===== src/rtl/foo_pkg.sv =====
// Shared types for the foo result path.
package foo_pkg;

    localparam int unsigned FOO_X_W    = 64;
    localparam int unsigned FOO_LONG_W = 129;

    typedef struct packed {
        logic [FOO_LONG_W-1:0] long_v;
        logic [FOO_X_W-1:0]    x;
    } foo_result_t;

    typedef logic [31:0] foo_ts_t;

endpackage


===== src/rtl/foo_result_mem.sv =====
// Entry storage for foo_result_buf: one synchronous write port, one asynchronous read port.
module foo_result_mem #(
    parameter int unsigned DEPTH = 8,
    parameter int unsigned W     = 8
) (
    input  logic                     clk,
    input  logic                     we,
    input  logic [$clog2(DEPTH)-1:0] waddr,
    input  logic [W-1:0]             wdata,
    input  logic [$clog2(DEPTH)-1:0] raddr,
    output logic [W-1:0]             rdata
);

    logic [W-1:0] mem_q [DEPTH];

    // Write port; contents are intentionally not reset.
    always_ff @(posedge clk) begin
        if (we) begin
            mem_q[waddr] <= wdata;
        end
    end

    assign rdata = mem_q[raddr];

endmodule


===== src/rtl/foo_result_buf.sv =====
// FWFT result buffer beside each foo lane, with saturating drop counter.
// Optional per-entry push timestamp enabled by defining FOO_RESULT_BUF_TS_EN.
module foo_result_buf
    import foo_pkg::*;
#(
    parameter int unsigned DEPTH = 8,
    parameter int unsigned OVF_W = 16
) (
    input  logic                     clk,
    input  logic                     rst,
    input  logic                     in_valid,
    input  logic [FOO_X_W-1:0]       in_x,
    input  logic [FOO_LONG_W-1:0]    in_long,
    output logic                     out_valid,
    input  logic                     out_ready,
    output logic [FOO_X_W-1:0]       out_x,
    output logic [FOO_LONG_W-1:0]    out_long,
    output logic [31:0]              out_ts,
    output logic [$clog2(DEPTH):0]   count,
    output logic                     full,
    output logic [OVF_W-1:0]         ovf_cnt
);

    localparam int unsigned AW    = $clog2(DEPTH);
    localparam int unsigned PW    = AW + 1;
    localparam int unsigned RES_W = $bits(foo_result_t);
    localparam int unsigned TS_W  = $bits(foo_ts_t);
`ifdef FOO_RESULT_BUF_TS_EN
    localparam int unsigned ENTRY_W = RES_W + TS_W;
`else
    localparam int unsigned ENTRY_W = RES_W;
`endif

    logic [PW-1:0]    wr_ptr_q, wr_ptr_d;
    logic [PW-1:0]    rd_ptr_q, rd_ptr_d;
    logic [PW-1:0]    count_q, count_d;
    logic             full_q, full_d;
    logic             out_valid_q, out_valid_d;
    logic [OVF_W-1:0] ovf_q, ovf_d;

    logic             pop_c, push_c, drop_c;
    foo_result_t      in_res_c, head_res_c;
    logic [ENTRY_W-1:0] wdata_c, rdata_c;

    assign in_res_c.long_v = in_long;
    assign in_res_c.x      = in_x;

`ifdef FOO_RESULT_BUF_TS_EN
    foo_ts_t ts_q, ts_d;

    // Free-running cycle counter captured alongside each pushed entry.
    always_comb begin
        ts_d = ts_q + TS_W'(1);
    end

    // Timestamp counter register.
    always_ff @(posedge clk or posedge rst) begin
        if (rst) begin
            ts_q <= '0;
        end else begin
            ts_q <= ts_d;
        end
    end

    assign wdata_c = {ts_q, in_res_c};
    assign out_ts  = out_valid_q ? rdata_c[ENTRY_W-1 -: TS_W] : '0;
`else
    assign wdata_c = in_res_c;
    assign out_ts  = '0;
`endif

    assign head_res_c = rdata_c[RES_W-1:0];

    foo_result_mem #(
        .DEPTH (DEPTH),
        .W     (ENTRY_W)
    ) u_mem (
        .clk   (clk),
        .we    (push_c),
        .waddr (wr_ptr_q[AW-1:0]),
        .wdata (wdata_c),
        .raddr (rd_ptr_q[AW-1:0]),
        .rdata (rdata_c)
    );

    // Handshake decode and next-state for pointers, occupancy and drop counter.
    always_comb begin
        pop_c  = out_valid_q & out_ready;
        push_c = in_valid & (~full_q | pop_c);
        drop_c = in_valid & full_q & ~pop_c;

        wr_ptr_d = wr_ptr_q + PW'(push_c);
        rd_ptr_d = rd_ptr_q + PW'(pop_c);
        count_d  = count_q + PW'(push_c) - PW'(pop_c);

        out_valid_d = (wr_ptr_d != rd_ptr_d);
        full_d      = (wr_ptr_d[AW-1:0] == rd_ptr_d[AW-1:0]) && (wr_ptr_d[AW] != rd_ptr_d[AW]);

        ovf_d = ovf_q;
        if (drop_c && (ovf_q != {OVF_W{1'b1}})) begin
            ovf_d = ovf_q + OVF_W'(1);
        end
    end

    // Control state registers; asynchronous reset empties the buffer.
    always_ff @(posedge clk or posedge rst) begin
        if (rst) begin
            wr_ptr_q    <= '0;
            rd_ptr_q    <= '0;
            count_q     <= '0;
            full_q      <= 1'b0;
            out_valid_q <= 1'b0;
            ovf_q       <= '0;
        end else begin
            wr_ptr_q    <= wr_ptr_d;
            rd_ptr_q    <= rd_ptr_d;
            count_q     <= count_d;
            full_q      <= full_d;
            out_valid_q <= out_valid_d;
            ovf_q       <= ovf_d;
        end
    end

    assign out_valid = out_valid_q;
    assign out_x     = out_valid_q ? head_res_c.x : '0;
    assign out_long  = out_valid_q ? head_res_c.long_v : '0;
    assign count     = count_q;
    assign full      = full_q;
    assign ovf_cnt   = ovf_q;

endmodule


===== config.mk =====
export PLATFORM = sky130hd
export DESIGN_NAME = foo_result_buf
export DESIGN_NICKNAME = d
export VERILOG_FILES = /design/src/rtl/foo_pkg.sv /design/src/rtl/foo_result_mem.sv /design/src/rtl/foo_result_buf.sv
export SDC_FILE = /design/constraint.sdc
export NUM_CORES = 1
export LEC_CHECK = 0
export BUFFER_PORTS_ARGS = -buffer_cell sky130_fd_sc_hd__clkbuf_2
export CAP_MARGIN = 20
export CORE_MARGIN = 3
export CORE_UTILIZATION = 56
export CTS_BUF_LIST = sky130_fd_sc_hd__clkbuf_4 sky130_fd_sc_hd__clkbuf_8
export DETAILED_ROUTE_END_ITERATION = 10
export GPL_TIMING_DRIVEN = 0
export PLACE_DENSITY = 0.78
export SLEW_MARGIN = 10
export SYNTH_ARGS = -nofsm -noshare
export SYNTH_HDL_FRONTEND = slang
export SYNTH_SLANG_ARGS = --single-unit

===== constraint.sdc =====
create_clock -name clk -period 14.55 [get_ports clk]
set_clock_uncertainty 0.2 [all_clocks]
set_input_delay 0.7275 -clock clk [delete_from_list [all_inputs] [get_ports clk]]
set_output_delay 0.7275 -clock clk [all_outputs]
set_load 0.1 [all_outputs]

==> results.py <==
metrics = {
    "cts": {
        "cts_hold_buffers": 195,
        "htree_levels": 4,
        "cts_tree": "yes",
        "insertion_delay_ns": 0.90,
        "clock_sinks": 1574,
        "postCtsSetupBuffers": 0,
        "ctsLongestPathBuffers": 3,
        "cts.repair.resized": 0,
        "cts_root_buf": "clkbuf_8",
        "path_clk_slew_ns": 0.07,
        "cts_buffers": 233,
    },
    "grt": {
        "grt_pass1_vias": 32200,
        "antenna_found_initial": 28,
        "grt_overflow": 0,
        "grt_pass1_wl_microns": 206000,
        "grt_max_degree": 31,
        "grt_usage": 0.253,
    },
    "logic_synthesis": {
        "netlist_instances": 2615,
        "ys_ff_latch": 1574,
        "yosys_warnings": 0,
        "ys_types": 40,
        "syn_avg_cell_area_sq_um": 23.2,
        "yosysSeqAreaShare": 0.777,
        "synth_area_sq_um": 60700,
    },
    "die": {
        "die_w_microns": 335,
        "coreArea_sq_um": 107000,
        "ios": 444,
        "die_h_microns": 335,
        "rows": 120,
        "initial_core_util": 0.565,
        "die-area_sq_um": 112000,
    },
    "worst_setup_path": {
        "rr_startpoint": "out_valid$_DFF_PP0_",
        "crit_path_start": "rd_ptr_q[1]$_DFF_PP0_",
        "slowest_delay_ns": 0.83,
        "critPathCaptureType": "output port",
        "crit_family": "buffers and inverters",
        "slowest_stage": "clkbuf_1",
        "cp_max_fo": 10,
        "critical_path_class": "reg -> out",
        "worst_ep_arrival_time_ns": 4.01,
        "path_cells": "buf_2 -> buf_4 -> clkbuf_1 -> mux4_2 -> mux2i_1 -> nor2b_1 -> clkbuf_2",
        "startpoint_type": "flip-flop",
        "critPathBufInv": 4,
        "worst_ep_required_time_ns": 13.62,
    },
    "sta": {
        "hold_slack_ns": 0.0719,
        "min_period_ns": 4.94,
        "period_share": 0.340,
        "slew-limit-headroom": 0.292,
        "max_freq_mhz": 202,
        "drv_slew": 0,
        "tightest_slew_ns": 1.06,
        "setup_viol": 0,
        "hold_violations": 0,
        "setup_tns_ns": 0,
        "rsz0062_at_grt": "false",
    },
    "detailed_routing": {
        "via_per_inst": 5.86,
        "wl_per_cell_microns": 27.1,
        "drc": 0,
        "first_pass_iters": 5,
        "drt_iter0_drc": 2924,
        "wirelength_microns": 141000,
        "drt-met1-wl_microns": 51600,
        "met2_length_microns": 72200,
        "wl_met3_microns": 13400,
        "vias": 30500,
        "highest_layer": "met5",
        "ant_nets": 0,
    },
    "cells_and_area": {
        "nets": 3791,
        "fin_util": 0.682,
        "fin_cells": 5205,
        "fillerInstances": 6399,
        "layout-area-overhead-vs-synth_pct": 20.7,
        "multi_input_area_sq_um": 12800,
        "regArea_sq_um": 47100,
        "drive_gt1_frac": 0.363,
        "layout_commonest_cell": "edfxtp_1",
        "final_cell_mix": "1544 x edfxtp_1, 415 x clkbuf_2, 386 x mux4_2, 235 x clkbuf_8, 195 x dlygate4sd3_1",
    },
    "placement": {
        "dp.cells": 4558,
        "dpl.hpwl_microns": 91200,
        "place.gp.congestion": 0.799,
        "port-buffer-count": 411,
    },
    "flow_run": {
        "maxCapViolCount": 0,
    },
    "min_path": {
        "hold_path.class": "in -> async",
    },
    "status": {
        "status": "finished clean",
    },
}
-- registers in the layout (all words and copies together), names as in the netlist --
name	flops
count	4
full	1
out_valid	1
ovf_cnt	16
rd_ptr_q	4
u_mem.mem_q	1544
wr_ptr_q	4
-- worst min-delay path, delay by kind of cell --
family	cells	cell delay [ns]
buffers and inverters	3	0.83
-- metal layers --
metal,track usage,vias up
li1,-,12900
met5,0,-
met3,0.0773,270
met1,0.317,15800
met4,0.0870,20
met2,0.424,1466
-- cells in the mapped netlist --
master / count / area [sq um]
nor2_1: 7 / 26.3
or2_2: 1 / 6.26
buf_1: 2 / 7.51
a21oi_1: 1 / 5.00
buf_2: 41 / 205
o21ai_0: 1 / 5.00
nor4_1: 4 / 25.0
nor2b_1: 194 / 1210
nand2_1: 10 / 37.5
buf_4: 48 / 360
inv_1: 7 / 26.3
mux4_2: 386 / 8690
conb_1: 1 / 3.75
mux2_1: 2 / 22.5
nand3b_1: 1 / 7.51
xnor3_1: 1 / 22.5
nand4_1: 4 / 25.0
dfrtp_1: 30 / 751
xnor2_1: 6 / 52.6
or2_1: 2 / 12.5
a21boi_1: 1 / 7.51
nor4b_1: 1 / 8.76
xor2_1: 18 / 158
nor4_4: 1 / 21.3
and4_1: 1 / 8.76
ha_1: 7 / 87.6
nand3_1: 7 / 35.0
nor2_2: 1 / 6.26
clkbuf_1: 57 / 214
nand2b_1: 4 / 25.0
nand4_2: 1 / 12.5
fa_1: 1 / 20.0
nor3_1: 11 / 55.1
nor3b_1: 1 / 7.51
and3_1: 2 / 12.5
edfxtp_1: 1544 / 46400
xor3_1: 1 / 23.8
a21o_1: 1 / 7.51
mux2i_1: 193 / 1930
buf_6: 13 / 146
-- cells by family (layout without fill, tap and decap cells) --
| logic type | after synthesis | in the layout | share of synthesized area |
|---|---|---|---|
| compound gates | 4 | 4 | 0.000412 |
| xor+xnor | 26 | 26 | 0.00423 |
| fa+ha+maj | 8 | 8 | 0.00177 |
| buf+inv | 168 | 1305 | 0.0158 |
| flops | 1574 | 1574 | 0.777 |
| mux | 581 | 581 | 0.176 |
| other cells | 1 | 51 | 0.0000618 |
| simple gates | 253 | 253 | 0.0255 |
-- worst paths after layout --
check | to | slack, ns | depth (start not counted)
max | out_x[55] | 9.61 | 7
min | ovf_cnt[7]$_DFFE_PP0P_ | 0.07 | 3
max reg2reg | u_mem.mem_q[2][68]$_DFFE_PP_ | 10.80 | 9
min reg2reg | rd_ptr_q[3]$_DFF_PP0_ | 0.29 | 1
max in group asynchronous | rd_ptr_q[0]$_DFF_PP0_ | 13.67 | 4
min in group clk | rd_ptr_q[1]$_DFF_PP0_ | 0.09 | 3
-- area by class of cell --
type                       count  share of cell area
buffer                       161              0.0128
clock buffer                 304              0.0512
sequential                  1574               0.643
multi-input combinational    904               0.174
tap                         1403              0.0240
clock inverter               128              0.0110
antenna                       19            0.000649
inverter                       7            0.000359
timing repair buffer         705              0.0825
-- metrics by stage --
| step | area [sq um] | setup slack [ns] |
|---|---|---|
| final | 73200 | 9.61 |
| after CTS | 73200 | 9.48 |
| after global routing | 73200 | 9.41 |
| after global placement | 64600 | -4.93 |
| after floorplan | 60800 | 3.86 |
| after detailed placement | 66700 | 10.49 |
Power is left out: the tool's default activity adds up to more than one toggle a clock period on the data nets, which glitch-free logic cannot reach.
